[src/rtl/bus_arbiter_rr.sv]
// Round-robin arbiter for the shared 8-bit internal data bus (16 requesters).
// Each tenure runs grant -> hold -> release -> one turnaround cycle; all outputs are registered.
module bus_arbiter_rr #(
  parameter int unsigned MAX_HOLD = 8
) (
  input  logic        clk,
  input  logic        rst_n,
  input  logic [15:0] req,
  input  logic        done,
  output logic        grant_valid,
  output logic [3:0]  grant_idx,
  output logic [15:0] grant_onehot,
  output logic        timeout
);

  localparam int unsigned N_REQ  = 16;
  localparam int unsigned IDX_W  = 4;
  localparam int unsigned CNT_W  = (MAX_HOLD == 0) ? 1 : $clog2(MAX_HOLD + 1);
  localparam bit          HAS_TO = (MAX_HOLD != 0);

  typedef enum logic [1:0] {
    ST_IDLE = 2'd0,
    ST_BUSY = 2'd1,
    ST_GAP  = 2'd2
  } state_e;

  state_e             state_q, state_d;
  logic [CNT_W-1:0]   cnt_q, cnt_d;
  logic [IDX_W-1:0]   last_idx_q, last_idx_d;
  logic               grant_valid_q, grant_valid_d;
  logic [IDX_W-1:0]   grant_idx_q, grant_idx_d;
  logic [N_REQ-1:0]   grant_onehot_q, grant_onehot_d;
  logic               timeout_q, timeout_d;

  logic               win_found;
  logic [IDX_W-1:0]   win_idx;
  logic               rel_vol;
  logic               rel_to;
  logic               release_c;

  // First requester after last_idx, wrapping mod 16; last_idx itself is checked last.
  function automatic logic [IDX_W:0] pick_next(input logic [N_REQ-1:0] r,
                                               input logic [IDX_W-1:0] last);
    logic             found;
    logic [IDX_W-1:0] idx;
    logic [IDX_W-1:0] cand;
    found = 1'b0;
    idx   = '0;
    for (int unsigned k = 1; k <= N_REQ; k++) begin
      cand = last + IDX_W'(k);
      if (!found && r[cand]) begin
        found = 1'b1;
        idx   = cand;
      end
    end
    return {found, idx};
  endfunction

  always_comb begin
    {win_found, win_idx} = pick_next(req, last_idx_q);
  end

  // Voluntary release (done or withdrawal) takes precedence over the hold-limit release.
  assign rel_vol   = done | ~req[grant_idx_q];
  assign rel_to    = HAS_TO && (cnt_q == CNT_W'(MAX_HOLD));
  assign release_c = rel_vol | rel_to;

  always_ff @(posedge clk or negedge rst_n) begin
    if (!rst_n) begin
      state_q <= ST_IDLE;
    end else begin
      state_q <= state_d;
    end
  end

  always_comb begin
    state_d = ST_IDLE;
    case (state_q)
      ST_IDLE: state_d = win_found ? ST_BUSY : ST_IDLE;
      ST_BUSY: state_d = release_c ? ST_GAP : ST_BUSY;
      ST_GAP:  state_d = ST_IDLE;
      default: state_d = ST_IDLE;
    endcase
  end

  always_comb begin
    grant_valid_d  = 1'b0;
    grant_idx_d    = '0;
    grant_onehot_d = '0;
    timeout_d      = 1'b0;
    cnt_d          = cnt_q;
    last_idx_d     = last_idx_q;
    case (state_q)
      ST_IDLE: begin
        if (win_found) begin
          grant_valid_d  = 1'b1;
          grant_idx_d    = win_idx;
          grant_onehot_d = N_REQ'(1) << win_idx;
          cnt_d          = CNT_W'(1);
        end
      end
      ST_BUSY: begin
        if (release_c) begin
          last_idx_d = grant_idx_q;
          timeout_d  = rel_to & ~rel_vol;
          cnt_d      = '0;
        end else begin
          grant_valid_d  = 1'b1;
          grant_idx_d    = grant_idx_q;
          grant_onehot_d = grant_onehot_q;
          if (cnt_q != '1) begin
            cnt_d = cnt_q + CNT_W'(1);
          end
        end
      end
      ST_GAP: begin
        cnt_d = '0;
      end
      default: begin
        cnt_d = '0;
      end
    endcase
  end

  always_ff @(posedge clk or negedge rst_n) begin
    if (!rst_n) begin
      cnt_q          <= '0;
      last_idx_q     <= IDX_W'(15);
      grant_valid_q  <= 1'b0;
      grant_idx_q    <= '0;
      grant_onehot_q <= '0;
      timeout_q      <= 1'b0;
    end else begin
      cnt_q          <= cnt_d;
      last_idx_q     <= last_idx_d;
      grant_valid_q  <= grant_valid_d;
      grant_idx_q    <= grant_idx_d;
      grant_onehot_q <= grant_onehot_d;
      timeout_q      <= timeout_d;
    end
  end

  assign grant_valid  = grant_valid_q;
  assign grant_idx    = grant_idx_q;
  assign grant_onehot = grant_onehot_q;
  assign timeout      = timeout_q;

endmodule

[config.mk]
export PLATFORM = sky130hd
export DESIGN_NAME = bus_arbiter_rr
export DESIGN_NICKNAME = d
export VERILOG_FILES = /design/src/rtl/bus_arbiter_rr.sv
export SDC_FILE = /design/constraint.sdc
export NUM_CORES = 1
export LEC_CHECK = 0
export CORE_UTILIZATION = 45
export CTS_CLUSTER_DIAMETER = 120
export DETAILED_ROUTE_END_ITERATION = 6
export GPL_TIMING_DRIVEN = 0
export PLACE_DENSITY_LB_ADDON = 0.1
export SYNTH_ARGS = -nofsm -noshare
export SYNTH_HDL_FRONTEND = slang
export SYNTH_SLANG_ARGS = --single-unit
[constraint.sdc]
create_clock -name clk -period 7.01 [get_ports clk]
set_input_delay 1.0515 -clock clk [delete_from_list [all_inputs] [get_ports clk]]
set_output_delay 1.0515 -clock clk [all_outputs]
set_load 0.03 [all_outputs]
==> out/qor.yml, run 1 <==
first_iter_violations: 299
drc: 0
drt_wl_total_um: 11890
clk_latency_ps: 280
met2_length_um: 5413
drt-vias-per-instance: 6.574
worstSetupPathType: "reg2reg"
grtUsageTotal: 0.2879
setup-tns-final_ps: 0
synth-edff-count: 0
slew_headroom: 0.3254
top_layer: "met4"
portBuffers: 40
slew_viol_final: 0
die_w_um: 93.56
yosys.cell_types.count: 58
diodes: 0
avgSynthCellArea_um2: 9.455
min_path_type: "reg2reg"
area_growth_pct: 16.95
clockBufferDepth: 2
start_kind: "flop"
maxCapViolations: 0
synthesis.area_um2: 3772
worstMarginPinSlew_ps: 1006
cts-root-buf: "clkbuf_8"
ys_ff_latch: 31
synth_top_flop_cell: "dfrtp_1"
wl_met1_um: 5514
cts_sinks: 31
grt-ovfl-total: 0
grt_pass1_wl_um: 19160
die_area_um2: 8753
post_cts_buffers: 0
met3WireLength_um: 719
synth_cells: 399
r2r_slack_ps: 510
fin_crit_ps: 6501
start_util: 0.4614
clock_skew_ps: 9.691
nets: 475
period_share: 0.9274
hpwl_um: 9034
grt_max_degree: 32
final_hold_viol_count: 0
ctsResizeCount: 0
syn-num-nets: 428
antenna_left: 0
core_um2: 8175
antenna_found_initial: 0
routedWlPerCell_um: 21.53
htreeDepth: 2
worstPathMaxFanout: 10
ctsHoldBuffers: 0
via_count: 3629
clk_pin_slew_worst_paths_ps: 70
top_level_ports: 41
cts_tree: "built"
outcome: "complete, no violations"
max_freq_mhz: 153.8
rsz0062_at_grt: "no"
grt_pass1_vias: 3390
globalplace.congestion: 0.8803
worst_ep_arrival_time_ps: 6640
n_fill_cell: 757
ys_async_sr_fraction: 1.000
rows: 33
cts-buffers-inserted: 5
final_util: 0.5396
setup_violations: 0
drt-pass1-iter-count: 5
drive_gt1_frac: 0.1700
ys_seq_area_frac: 0.2070
worst_setup_path_end_kind: "flop"
die_height_um: 93.56
worstPathRequired_ps: 7150
synth_warnings: 0
[per-layer routing]
| metal | vias up | GRT usage |
|---|---|---|
| met5 | - | 0 |
| met4 | 0 | 0.06410 |
| met3 | 26 | 0.03171 |
| met2 | 174 | 0.4314 |
| met1 | 1758 | 0.4424 |
| li1 | 1671 | - |
[cell type report]
class / instances / area, µm² / share of cell area
clock buffers: 5 / 68.82 / 0.01560
flip-flops and latches: 31 / 780.7 / 0.1770
well taps: 105 / 131.4 / 0.02978
multi-input cells: 336 / 2833 / 0.6421
clock inverters: 3 / 43.79 / 0.009926
inverters: 12 / 45.04 / 0.01021
plain buffers: 20 / 113.9 / 0.02581
repair buffers: 40 / 395.4 / 0.08962
[worst max-delay path, cell delays in order, from the launching register on]
cell and delay (ps):
dfstp_2 610, buf_1 530, clkbuf_1 520, inv_1 380, ha_1 380, buf_2 240
buf_2 300, buf_2 310, mux2_2 380, mux4_2 510, mux2i_1 250, clkbuf_1 370
o21a_1 240, nor3_1 60, o311ai_0 410, a22oi_1 270, o211ai_1 450, o31ai_1 150
[placed cells by master (no fill, tap or decap), drive strengths merged, types with 4 or more instances in the layout]
cell	netlist	final
a211o	4	4
a211oi	4	4
a21oi	18	18
a22o	8	8
a22oi	8	8
and2	6	6
buf	13	14
clkbuf	7	12
clkdlybuf4s50	0	39
dfrtp	27	27
dfstp	4	4
ha	10	10
inv	12	12
mux2	16	16
mux2i	25	25
mux4	30	30
nand2	47	47
nand2b	4	4
nand3	9	9
nand4b	4	4
nor2	21	21
nor2b	4	4
nor3	12	12
o211ai	6	6
o21a	4	4
o21ai	18	18
o221ai	5	5
o31ai	23	23
xnor2	8	8
xor2	4	4
[stage by stage]
step                      setup slack (ps)  instance area [µm²]  hold WS [ps]  std cells
after floorplan                       1811                 3772         463.5        399
after global placement               704.3                 4304         466.5        544
after detailed placement             733.5                 4304         464.8        544
after CTS                            659.8                 4417         480.3        552
after global routing                 129.2                 4412         506.5        552
final                                508.6                 4412         477.1        552
[flip-flops by register name, summed over array words and instances (netlist names)]
register,cells
state_q,2
grant_onehot,16
cnt_q,4
timeout,1
grant_idx,4
last_idx_q,4
[cells by family (layout without fill, tap and decap cells)]
kind of cell,after synthesis,in the layout,share of synthesized area
buffers and inverters,32,80,0.04212
AO/OA/AOI/OAI,120,120,0.2358
AND/OR/NAND/NOR,123,123,0.1569
flip-flops,31,31,0.2070
multiplexers,71,71,0.2972
adder cells (fa/ha/maj),10,10,0.03317
XOR/XNOR,12,12,0.02786
[Yosys cell counts, drive strengths merged (2+ instances only)]
| cell | count | share of area |
|---|---|---|
| clkbuf | 7 | 0.0070 |
| mux2i | 25 | 0.066 |
| nand2b | 4 | 0.0066 |
| a21oi | 18 | 0.028 |
| dfrtp | 27 | 0.18 |
| nand4b | 4 | 0.0093 |
| nand3 | 9 | 0.012 |
| mux2 | 16 | 0.049 |
| o22ai | 3 | 0.0050 |
| mux4 | 30 | 0.18 |
| nand2 | 47 | 0.047 |
| a22o | 8 | 0.019 |
| nor3 | 12 | 0.016 |
| xor2 | 4 | 0.0093 |
| inv | 12 | 0.012 |
| o211a | 2 | 0.0053 |
| o31ai | 23 | 0.046 |
| dfstp | 4 | 0.028 |
| nor4 | 3 | 0.0066 |
| nor2 | 21 | 0.021 |
| a31oi | 3 | 0.0050 |
| xnor2 | 8 | 0.019 |
| and3 | 3 | 0.0050 |
| or3 | 2 | 0.0033 |
| a2111oi | 2 | 0.0046 |
| buf | 13 | 0.023 |
| ha | 10 | 0.033 |
| nor2b | 4 | 0.0066 |
| a211oi | 4 | 0.0080 |
| o211ai | 6 | 0.012 |
| nand4 | 3 | 0.0050 |
| nand3b | 2 | 0.0040 |
| o21ai | 18 | 0.024 |
| o21a | 4 | 0.0080 |
| and2 | 6 | 0.010 |
| o221ai | 5 | 0.012 |
| a21boi | 2 | 0.0040 |
| or2 | 3 | 0.0050 |
| a211o | 4 | 0.0093 |
| a2bb2oi | 3 | 0.0070 |
| a22oi | 8 | 0.017 |
[final timing paths]
path                             startpoint                to  depth (start not counted)
setup reg to reg              last_idx_q[1]  grant_onehot[15]                         17
min in group asynchronous             rst_n          cnt_q[3]                          1
max in group asynchronous             rst_n      grant_idx[1]                          1
setup / recovery              last_idx_q[1]  grant_onehot[15]                         17
hold reg to reg            grant_onehot[10]  grant_onehot[10]                          2
hold / removal             grant_onehot[10]  grant_onehot[10]                          2
Power of run 1 is not shown: default switching activity piles up to over one toggle a cycle in this logic, so the estimate is an artifact.
==> run 2, diff against run 1 <==
SKIP_CTS_REPAIR_TIMING = 1   (was not set)
==> results of run 2 <==
No change in the layout: final DEF, timing and power equal those of run 1.
Power of run 2 is left out for the same reason.
==> run 3, diff against run 2 <==
ABC_AREA = 1   (was not set)
GPL_TIMING_DRIVEN = 1   (was 0)
==> run 3 against run 2 <==
  * Fmax grew 37%
  * Clock-buffer cell count rose by 3
  * Clock skew is 2.8 ps lower
  * Utilization is 1.0 points higher
  * Final cell count grew 26%
  * Critical path depth up 5
  * First-iteration DRC count is 6.7% lower
  * Area after synthesis decreased by 6.3%
  * Synthesized cell count increased by 41%
==> out/qor.yml, run 3 <==
worstMarginPinSlew_ps: 742.0  # was 1006 ps
start_util: 0.4771  # was 0.4614
synth_warnings: 0  # unchanged
cts-buffers-inserted: 5  # unchanged
rows: 31  # was 33
r2r-end: "grant_onehot[11]"  # was grant_onehot[15]
maxCapViolations: 0  # unchanged
holdPathEnd: "grant_onehot[15]"  # was grant_onehot[10]
yosys-top-cells-area: "dfrtp_1 (19%), nand2_1 (18%), nand3_1 (16%)"  # was dfrtp_1 (18%), mux4_2 (16%), mux2i_1 (6.6%)
portBuffers: 40  # unchanged
clock_skew_ps: 6.873  # was 9.691 ps
drt-vias-per-instance: 5.521  # was 6.574
period_share: 0.6748  # was 0.9274
setup_violations: 0  # unchanged
holdPathStages: 2  # unchanged
diodes: 0  # unchanged
grt_pass1_vias: 3620  # was 3390
synthTopCellsByCount: "nand2_1 (171), nand3_1 (115), inv_1 (55)"  # was nand2_1 (47), dfrtp_1 (27), mux4_2 (27)
ys_async_sr_fraction: 1.000  # unchanged
drc: 0  # unchanged
critPathMaxStageDelay_ps: 770  # was 610 ps
largest_reg_flops: 16  # unchanged
yosysMostFrequentCell: "nand2_1"  # unchanged
synth-edff-count: 0  # unchanged
cts_tree: "built"  # unchanged
grt_pass1_wl_um: 17510  # was 19160 µm
outcome: "complete, no violations"  # unchanged
start_kind: "flop"  # unchanged
synth_cells: 562  # was 399
routedWlPerCell_um: 15.37  # was 21.53 µm
setup-tns-final_ps: 0  # unchanged
clk_pin_slew_worst_paths_ps: 70  # about the same
globalplace.congestion: 0.9106  # was 0.8803
grtUsageTotal: 0.2650  # was 0.2879
antenna_found_initial: 0  # unchanged
hpwl_um: 8396  # was 9034 µm
worst_setup_path_end_kind: "flop"  # unchanged
worstSetupPathType: "reg2reg"  # unchanged
yosys.area.top_type: "dfrtp_1"  # unchanged
ys_seq_area_frac: 0.2209  # was 0.2070
ff2ff_path_depth: 22  # was 17
core_um2: 7408  # was 8175 µm²
area_growth_pct: 15.29  # was 16.95%
ys_ff_latch: 31  # unchanged
startpoint: "last_idx_q[1]"  # unchanged
crit_buf_inv: 4  # was 7
min_path_type: "reg2reg"  # unchanged
slew_headroom: 0.5001  # was 0.3254
holdCritStartpoint: "grant_onehot[15]"  # was grant_onehot[10]
instances_no_fill: 698  # was 552
top_level_ports: 41  # unchanged
yosys.cell_types.count: 44  # was 58
via_count: 3854  # was 3629
syn-num-nets: 591  # was 428
cp_slowest_cell: "dfstp_2"  # unchanged
rr_startpoint: "last_idx_q[1]"  # unchanged
crit_family: "simple AND/OR/NAND/NOR gates"  # was buffers and inverters
drt-pass1-iter-count: 6  # was 5
worst_ep_arrival_time_ps: 4890  # was 6640 ps
final_hold_viol_count: 0  # unchanged
max_freq_mhz: 211.4  # was 153.8 MHz
cts_sinks: 31  # unchanged
final_cell_mix: "nand2_1 (171), nand3_1 (115), inv_1 (55)"  # was nand2_1 (47), clkdlybuf4s50_1 (39), mux4_2 (27), dfrtp_1 (27), mux2i_1 (25)
worstPathMaxFanout: 19  # was 10
cts-root-buf: "clkbuf_8"  # unchanged
synthesis.area_um2: 3535  # was 3772 µm²
synth_top_flop_cell: "dfrtp_1"  # unchanged
die_height_um: 90.63  # was 93.56 µm
drive_gt1_frac: 0.1152  # was 0.1700
yosysTopAreaCellShare: 0.1912  # was 0.1791
cpMostUsedCell: "nand2_1"  # was buf_2
grt-ovfl-total: 0  # unchanged
rsz0062_at_grt: "no"  # unchanged
r2r_slack_ps: 2280  # was 510 ps
avgSynthCellArea_um2: 6.289  # was 9.455 µm²
cp_cell_sequence: "inv_1, ha_1, inv_1, nand3_1, nand3_1, nand2_1, nand2_2, nand2_4, nor2_8, nand4_4, nor2_4, nand4_4, nor3_2, nand3_1, clkinv_1, nand2_1, nand2_1, nand4_2, nand2_2, inv_2, nand2_1, nand2_1"  # was buf_1, clkbuf_1, inv_1, ha_1, buf_2, buf_2, buf_2, mux2_2, mux4_2, mux2i_1, clkbuf_1, o21a_1, nor3_1, o311ai_0, a22oi_1, o211ai_1, o31ai_1
dp.cells: 690  # was 544
die_w_um: 90.63  # was 93.56 µm
final_util: 0.5501  # was 0.5396
drt_wl_total_um: 10730  # was 11890 µm
first_iter_violations: 279  # was 299
whs_ps: 484.5  # was 477.1 ps
final_common_cell: "nand2_1"  # unchanged
clk_latency_ps: 280  # about the same
htreeDepth: 2  # unchanged
grt_max_degree: 32  # unchanged
slew_viol_final: 0  # unchanged
antenna_left: 0  # unchanged
clockBufferDepth: 2  # unchanged
die_area_um2: 8213  # was 8753 µm²
worstPathRequired_ps: 7170  # was 7150 ps
fin_crit_ps: 4730  # was 6501 ps
nets: 627  # was 475
-- run 3: cell count changes in the layout (fill, tap and decap cells not counted), sizes merged, moves of 9 or more --
cell / delta
nor3: -9
nand4: +15
nand3: +109
a21oi: -11
mux2: -16
nor2: +35
inv: +52
mux2i: -25
buf: -13
mux4: -30
o31ai: -22
nand2: +145
-- run 3: tightest hold or removal path, cell delays in order, from the launching register on --
cell and delay [ps]:
dfrtp_1 340, nand2_1 50, nand2_1 60
-- run 3: cell families (layout without fill, tap and decap cells) --
kind of cell,Yosys count,after routing,share of synthesized area
buf+inv,78,115,0.09664
simple gates,389,389,0.5334
xor+xnor,11,11,0.03682
flops,31,31,0.2209
fa+ha+maj,10,10,0.03540
compound gates,43,43,0.07682
-- run 3: layout make-up --
class                      count  area [µm²]
timing repair buffer          41       407.9
sequential                    31       780.7
inverter                      66       250.2
tap                           99       123.9
fill                         753        3333
multi-input combinational    453        2412
clock buffer                   8       100.1
-- run 3: metrics by stage --
step	area, µm²	worst slack (ps)
2_1_floorplan	3535	3546
5_1_grt	4075	1859
4_1_cts	4075	2344
3_5_place_dp	3975	2361
6_report	4075	2280
3_3_place_gp	3975	2355
-- run 3: worst max path at each step --
stage / end / slack [ps] / cells past startpoint
2_1_floorplan: grant_onehot[0] / 3550 / 26
3_3_place_gp: grant_onehot[14] / 2360 / 22
3_5_place_dp: grant_onehot[14] / 2360 / 22
4_1_cts: grant_onehot[11] / 2340 / 22
5_1_grt: grant_onehot[14] / 1860 / 21
6_report: grant_onehot[11] / 2280 / 22
-- run 3: layer usage --
layer | vias up | global-route usage | share of wire
li1 | 1914 | - | -
met1 | 1797 | 0.3356 | 0.44
met2 | 119 | 0.4703 | 0.49
met3 | 24 | 0.01936 | 0.046
met4 | 0 | 0.09409 | 0.025
met5 | - | 0 | 0
Power of run 3 is left out for the same reason.
